==> config.mk <==
export PLATFORM = sky130hd
export DESIGN_NAME = uart_cmd_parser_flat
export DESIGN_NICKNAME = d
export VERILOG_FILES = /design/src/rtl/uart_cmd_parser_if.sv /design/src/rtl/uart_cmd_parser.sv /design/src/flat_wrapper.sv
export SDC_FILE = /design/constraint.sdc
export NUM_CORES = 1
export LEC_CHECK = 0
export ABC_AREA = 1
export CAP_MARGIN = 20
export CORE_MARGIN = 3
export CORE_UTILIZATION = 45
export DETAILED_ROUTE_END_ITERATION = 8
export HOLD_SLACK_MARGIN = 0.1
export PLACE_DENSITY_LB_ADDON = 0.3
export SLEW_MARGIN = 20
export SYNTH_ARGS = -nofsm -noshare
export SYNTH_HDL_FRONTEND = slang
export SYNTH_SLANG_ARGS = --single-unit
==> constraint.sdc <==
create_clock -name clk -period 9.45 [get_ports clk]
set_input_delay 1.89 -clock clk [delete_from_list [all_inputs] [get_ports clk]]
set_output_delay 1.89 -clock clk [all_outputs]
set_load 0.02 [all_outputs]
==> src/rtl/uart_cmd_parser_if.sv <==
// Byte-stream input and decoded command/error outputs of the UART command parser.
// The master side feeds received bytes; the slave side is the parser itself.
interface uart_cmd_parser_if #(
  parameter int MAX_LEN = 4
);
  logic [7:0]           rx_data;
  logic                 rx_done;
  logic                 rx_en;
  logic                 cmd_valid;
  logic [7:0]           cmd_code;
  logic [3:0]           cmd_len;
  logic [8*MAX_LEN-1:0] cmd_payload;
  logic                 err_valid;
  logic [1:0]           err_code;
  logic [7:0]           err_cnt;

  modport master (
    output rx_data, rx_done,
    input  rx_en, cmd_valid, cmd_code, cmd_len, cmd_payload,
           err_valid, err_code, err_cnt
  );

  modport slave (
    input  rx_data, rx_done,
    output rx_en, cmd_valid, cmd_code, cmd_len, cmd_payload,
           err_valid, err_code, err_cnt
  );
endinterface

==> src/rtl/uart_cmd_parser.sv <==
// Assembles HDR/CMD/LEN/payload/CHK frames from the UART byte stream, validates
// length, checksum and inter-byte timing, and publishes accepted commands.
module uart_cmd_parser #(
  parameter logic [7:0] HDR         = 8'hA5,
  parameter int         MAX_LEN     = 4,
  parameter int         TIMEOUT_CYC = 491520
) (
  input logic              clk,
  input logic              reset,
  uart_cmd_parser_if.slave bus
);

  localparam int TW = $clog2(TIMEOUT_CYC + 1);

  typedef enum logic [2:0] {
    S_IDLE,
    S_CMD,
    S_LEN,
    S_DATA,
    S_CHK
  } state_t;

  state_t               state;
  logic [TW-1:0]        timer;
  logic [7:0]           sum;
  logic [7:0]           sh_code;
  logic [3:0]           sh_len;
  logic [8*MAX_LEN-1:0] sh_payload;
  logic [3:0]           idx;

  always_ff @(posedge clk or posedge reset) begin
    if (reset) begin
      state           <= S_IDLE;
      timer           <= '0;
      sum             <= '0;
      sh_code         <= '0;
      sh_len          <= '0;
      sh_payload      <= '0;
      idx             <= '0;
      bus.rx_en       <= 1'b0;
      bus.cmd_valid   <= 1'b0;
      bus.cmd_code    <= '0;
      bus.cmd_len     <= '0;
      bus.cmd_payload <= '0;
      bus.err_valid   <= 1'b0;
      bus.err_code    <= '0;
      bus.err_cnt     <= '0;
    end else begin
      bus.rx_en     <= ~bus.rx_done;
      bus.cmd_valid <= 1'b0;
      bus.err_valid <= 1'b0;

      if (bus.rx_done) begin
        // A byte arriving on the timeout cycle still counts; it restarts the timer.
        timer <= '0;
        case (state)
          S_IDLE: begin
            if (bus.rx_data == HDR) state <= S_CMD;
          end
          S_CMD: begin
            sh_code <= bus.rx_data;
            sum     <= bus.rx_data;
            state   <= S_LEN;
          end
          S_LEN: begin
            if (bus.rx_data > 8'(MAX_LEN)) begin
              bus.err_valid <= 1'b1;
              bus.err_code  <= 2'd2;
              bus.err_cnt   <= (bus.err_cnt == 8'hFF) ? bus.err_cnt : bus.err_cnt + 8'd1;
              state         <= S_IDLE;
            end else begin
              // Cleared for zero-length frames too so unused payload bytes read 0.
              sh_len     <= bus.rx_data[3:0];
              sum        <= sum + bus.rx_data;
              sh_payload <= '0;
              idx        <= '0;
              state      <= (bus.rx_data == 8'd0) ? S_CHK : S_DATA;
            end
          end
          S_DATA: begin
            for (int i = 0; i < MAX_LEN; i++) begin
              if (idx == 4'(i)) sh_payload[8*i +: 8] <= bus.rx_data;
            end
            sum <= sum + bus.rx_data;
            idx <= idx + 4'd1;
            if (idx + 4'd1 == sh_len) state <= S_CHK;
          end
          S_CHK: begin
            if (bus.rx_data == sum) begin
              bus.cmd_valid   <= 1'b1;
              bus.cmd_code    <= sh_code;
              bus.cmd_len     <= sh_len;
              bus.cmd_payload <= sh_payload;
            end else begin
              bus.err_valid <= 1'b1;
              bus.err_code  <= 2'd3;
              bus.err_cnt   <= (bus.err_cnt == 8'hFF) ? bus.err_cnt : bus.err_cnt + 8'd1;
            end
            state <= S_IDLE;
          end
          default: state <= S_IDLE;
        endcase
      end else if (state == S_IDLE) begin
        timer <= '0;
      end else if (timer == TW'(TIMEOUT_CYC - 1)) begin
        bus.err_valid <= 1'b1;
        bus.err_code  <= 2'd1;
        bus.err_cnt   <= (bus.err_cnt == 8'hFF) ? bus.err_cnt : bus.err_cnt + 8'd1;
        timer         <= '0;
        state         <= S_IDLE;
      end else begin
        timer <= timer + 1'b1;
      end
    end
  end

endmodule

==> src/flat_wrapper.sv <==
// flat-port wrapper written by rule: the top's interface ports become plain ports
module uart_cmd_parser_flat 
#(
  parameter logic [7:0] HDR         = 8'hA5,
  parameter int         MAX_LEN     = 4,
  parameter int         TIMEOUT_CYC = 491520
)
  (clk, reset, bus_rx_data, bus_rx_done, bus_rx_en, bus_cmd_valid, bus_cmd_code, bus_cmd_len, bus_cmd_payload, bus_err_valid, bus_err_code, bus_err_cnt);
  uart_cmd_parser_if #(.MAX_LEN(MAX_LEN)) bus_i ();
  input logic clk;
  input logic reset;
  input wire logic [$bits(bus_i.rx_data)-1:0] bus_rx_data;
  input wire logic [$bits(bus_i.rx_done)-1:0] bus_rx_done;
  output wire logic [$bits(bus_i.rx_en)-1:0] bus_rx_en;
  output wire logic [$bits(bus_i.cmd_valid)-1:0] bus_cmd_valid;
  output wire logic [$bits(bus_i.cmd_code)-1:0] bus_cmd_code;
  output wire logic [$bits(bus_i.cmd_len)-1:0] bus_cmd_len;
  output wire logic [$bits(bus_i.cmd_payload)-1:0] bus_cmd_payload;
  output wire logic [$bits(bus_i.err_valid)-1:0] bus_err_valid;
  output wire logic [$bits(bus_i.err_code)-1:0] bus_err_code;
  output wire logic [$bits(bus_i.err_cnt)-1:0] bus_err_cnt;
  assign bus_i.rx_data = bus_rx_data;
  assign bus_i.rx_done = bus_rx_done;
  assign bus_rx_en = bus_i.rx_en;
  assign bus_cmd_valid = bus_i.cmd_valid;
  assign bus_cmd_code = bus_i.cmd_code;
  assign bus_cmd_len = bus_i.cmd_len;
  assign bus_cmd_payload = bus_i.cmd_payload;
  assign bus_err_valid = bus_i.err_valid;
  assign bus_err_code = bus_i.err_code;
  assign bus_err_cnt = bus_i.err_cnt;
  uart_cmd_parser #(.HDR(HDR), .MAX_LEN(MAX_LEN), .TIMEOUT_CYC(TIMEOUT_CYC)) u_core (.clk(clk), .reset(reset), .bus(bus_i));
endmodule
==> metrics.md <==
| Metric | Value |
|---|---|
| CP max-delay cell | buf_4 |
| Synth top area share | 53.3% |
| Util after Layout | between 50% and 60% |
| Met2 Use GR | 31.5% |
| Critical Path Max Stage Delay | between 0.6 and 0.7 ns |
| WP data required | 9.76 ns |
| Peak VDD IR | 0.139 mV |
| Die area | approximately 16000 sq um |
| Drt first pass iters | 5 |
| Root Buffer | clkbuf_16 |
| Hold_sp | u_core.sh_code[7]$_DFFE_PP0P_ |
| Final wirelength | 14.0 mm |
| Global-route wire length before repair | 24.2 mm |
| Post-CTS sizing | 0 |
| Final Hold Viols | 0 |
| Die Y | 125 um |
| Drt wl/cell | 14.0 um |
| Syn. warnings | 0 |
| Lkg Pwr | 3.58 nW |
| Largest net degree at the start of global routing | approximately 90 |
| Synth async-reset ratio | 100% |
| Status | complete, no violations |
| Initial core utilization | 46.9% |
| Simple-gate share of the synthesized area | 23.4% |
| Clk sink count | around 140 |
| Fillers | 1183 |
| Synth area leaders | dfrtp_1, nand2_1, o21ai_1 |
| Post-synth EDFFs | 0 |
| GRT Total Usage | 19.1% |
| Maxcap violations | 0 |
| Final TNS setup | 0 ns |
| Cell Area, Synth | 6340 sq um |
| Final GP Congestion | approximately 0.91 |
| Fin nets | 838 |
| I/O pin count | 68 |
| Share of cells above drive strength 1 | under 10% |
| CP Class | input pin to register |
| Worst setup SP type | input pin |
| CTS tree | built |
| Tmin final | approximately 4.4 ns |
| Max Slew Vio Count | 0 |
| Port bufs | 67 |
| Flops & latches, synth | approximately 140 |
| Worst slew pin tran | between 0.9 and 1 ns |
| GR Util met1 | 24.2% |
| Detailed placer's ending HPWL | 9.76 mm |
| Storage cell area | 3380 sq um |
| Worst-path clk slew | ~0.06 ns |
| Most frequent cell after synthesis | nand2_1 |
| Post-route clock period utilization | 46.3% |
| WP buf/inv | 2 |
| Vias in the first global route | 5060 |
| Setup violators final | 0 |
| XOR/XNOR share of the synthesized area | 2.90% |
| H-tree levels | 4 |
| Worst EP arrival | 4.68 ns |
| Post-Syn Nets | 768 |
| Avg Cell Area, Syn | 8.53 sq um |
| Core Area | 13500 sq um |
| DR DRC count | 0 |
| GRT overflow | 0 |
| Cell breakdown of the critical path | clkdlybuf4s50_1, ha_1, or2_1, nor2_1, nand4_4, buf_4, nand2_1, nor2_4, nand2_2, nand2_1, nand2_1 |
| Initial antenna violation count | 0 |
| Chip Width | 125 um |
| Max-slew headroom | 34.2% |
| Synth area leader | dfrtp_1 |
| Hold_buf cts | 0 |
| Crit. Startpoint | bus_rx_data[2] |
| Top cell family by delay on the critical path | buffers and inverters |
| PD cells | 257 nW/um^2 |
| Initial drt markers | just over 400 |
| Fmax | 0.229 GHz |
| Compound-Gate Fraction of Synth Area | 10.1% |
| Worst path most repeated cell | nand2_1 |
| Mux cell area share after synthesis | 0% |
| Worst R2R Start | u_core.sum[2]$_DFFE_PP0P_ |
| Met3 GRT Util | 4.85% |
| Antenna Nets Post-Route | 0 |
| CP endpoint kind | register |
| Sequential fraction of the synthesis area | 53.3% |
| Global routing's busiest layer | met2 |
| Post-CTS setup buffer count | 0 |
| Vias per cell | a little over 5 |
| Worst-skew pair later-pin latency | 0.42 ns |
| Unique cell type count in the Yosys netlist | 37 |
| Via count | 5098 |
| Clock buffer count from CTS | 17 |
| Multi-input logic area | 2500 sq um |
| Mapped Cells | 743 |
| Adder-Cell Fraction of Synth Area | 2.88% |
| Site Rows | 42 |
| # diodes | 0 |
| Worst Path Max Fanout | 88 |
| Post-synth top flop | dfrtp_1 |
| Main combinational cell family by area after synthesis | simple AND/OR/NAND/NOR gates |
| CTS Buffer Depth | 2 |
| RSZ-0062 raised after global routing | false |
| Post-synth top cells | nand2_1, dfrtp_1, inv_1 |
| Min-delay worst type | register to register |
| Layout Skew | 0.0110 ns |
| Layout area overhead | 22.2% |
[report_power, final]
group	internal, mW	switching, mW	total [mW]
registers	0.703	0.0705	0.774
clock network	0.428	0.247	0.675
logic	0.182	0.360	0.542
[tightest hold or removal path: cells and delay by family, from the launching register on]
kind | cells | cell delay [ns]
AND/OR/NAND/NOR | 2 | 0.11
flip-flops | 1 | 0.34
[through the flow]
step	total power, mW	hold slack [ns]	worst slack [ns]	std cells	area [sq um]
after detailed placement	1.32	0.457	4.71	970	7140
after CTS	2.01	0.467	5.14	1001	7750
final	1.99	0.466	5.08	1001	7750
after global placement	1.30	0.458	4.84	970	7140
after global routing	2.12	0.513	4.82	1001	7750
after floorplan	1.18	0.443	3.95	743	6340
[cell type report]
cell class | count | area share (%)
inverter | 96 | 4.68
sequential | 135 | 43.6
clock inverter | 11 | 1.91
timing repair buffer | 69 | 8.85
tap | 176 | 2.84
clock buffer | 20 | 5.89
multi-input combinational | 494 | 32.2
[registers in the layout, indices dropped and copies added, names as in the netlist]
name                    flops
u_core.sh_payload          32
u_core.bus.cmd_valid        1
u_core.bus.cmd_payload     32
u_core.idx                  4
u_core.timer               19
u_core.bus.cmd_code         8
u_core.bus.cmd_len          4
u_core.bus.err_valid        1
u_core.bus.rx_en            1
u_core.bus.err_cnt          8
u_core.sh_len               4
u_core.sum                  8
u_core.bus.err_code         2
u_core.sh_code              8
u_core.state                3
[placed cells by master, fill, tap and decap left out, types with 17 or more instances in the layout]
master / netlist / final
nand2_1: 193 / 193
o21ai_0: 23 / 23
nor2_1: 59 / 59
nand4_1: 17 / 17
dfrtp_1: 135 / 135
clkbuf_16: 0 / 17
nand3_1: 36 / 36
a21oi_1: 19 / 19
inv_1: 89 / 88
clkdlybuf4s50_1: 0 / 67
o21ai_1: 74 / 74
[kinds of logic (layout without fill, tap and decap cells)]
logic type | after synthesis | after routing
AO/OA/AOI/OAI | 123 | 123
XOR/XNOR | 21 | 21
adder cells (fa/ha/maj) | 14 | 14
buffers and inverters | 114 | 196
flip-flops | 135 | 135
AND/OR/NAND/NOR | 336 | 336
[routing by layer]
layer	part of all wire (%)	vias to the layer above	wire, um
met5	0	-	0
met4	2.2	0	313
met3	4.5	28	628
met2	49	128	6860
met1	44	2409	6230
li1	-	2533	-
[final timing paths]
check,to,slack [ns],cells past startpoint
max in group asynchronous,u_core.timer[6]$_DFF_PP0_,6.05,3
hold reg to reg,u_core.bus.cmd_code[7]$_DFFE_PP0P_,0.47,2
setup / recovery,u_core.bus.err_cnt[1]$_DFFE_PP0P_,5.08,11
hold / removal,u_core.bus.cmd_code[7]$_DFFE_PP0P_,0.47,2
setup reg to reg,u_core.bus.err_cnt[1]$_DFFE_PP0P_,6.76,10
min in group asynchronous,u_core.bus.cmd_payload[16]$_DFFE_PP0P_,1.93,2
Note: power is estimated with default switching activity, not from simulation.
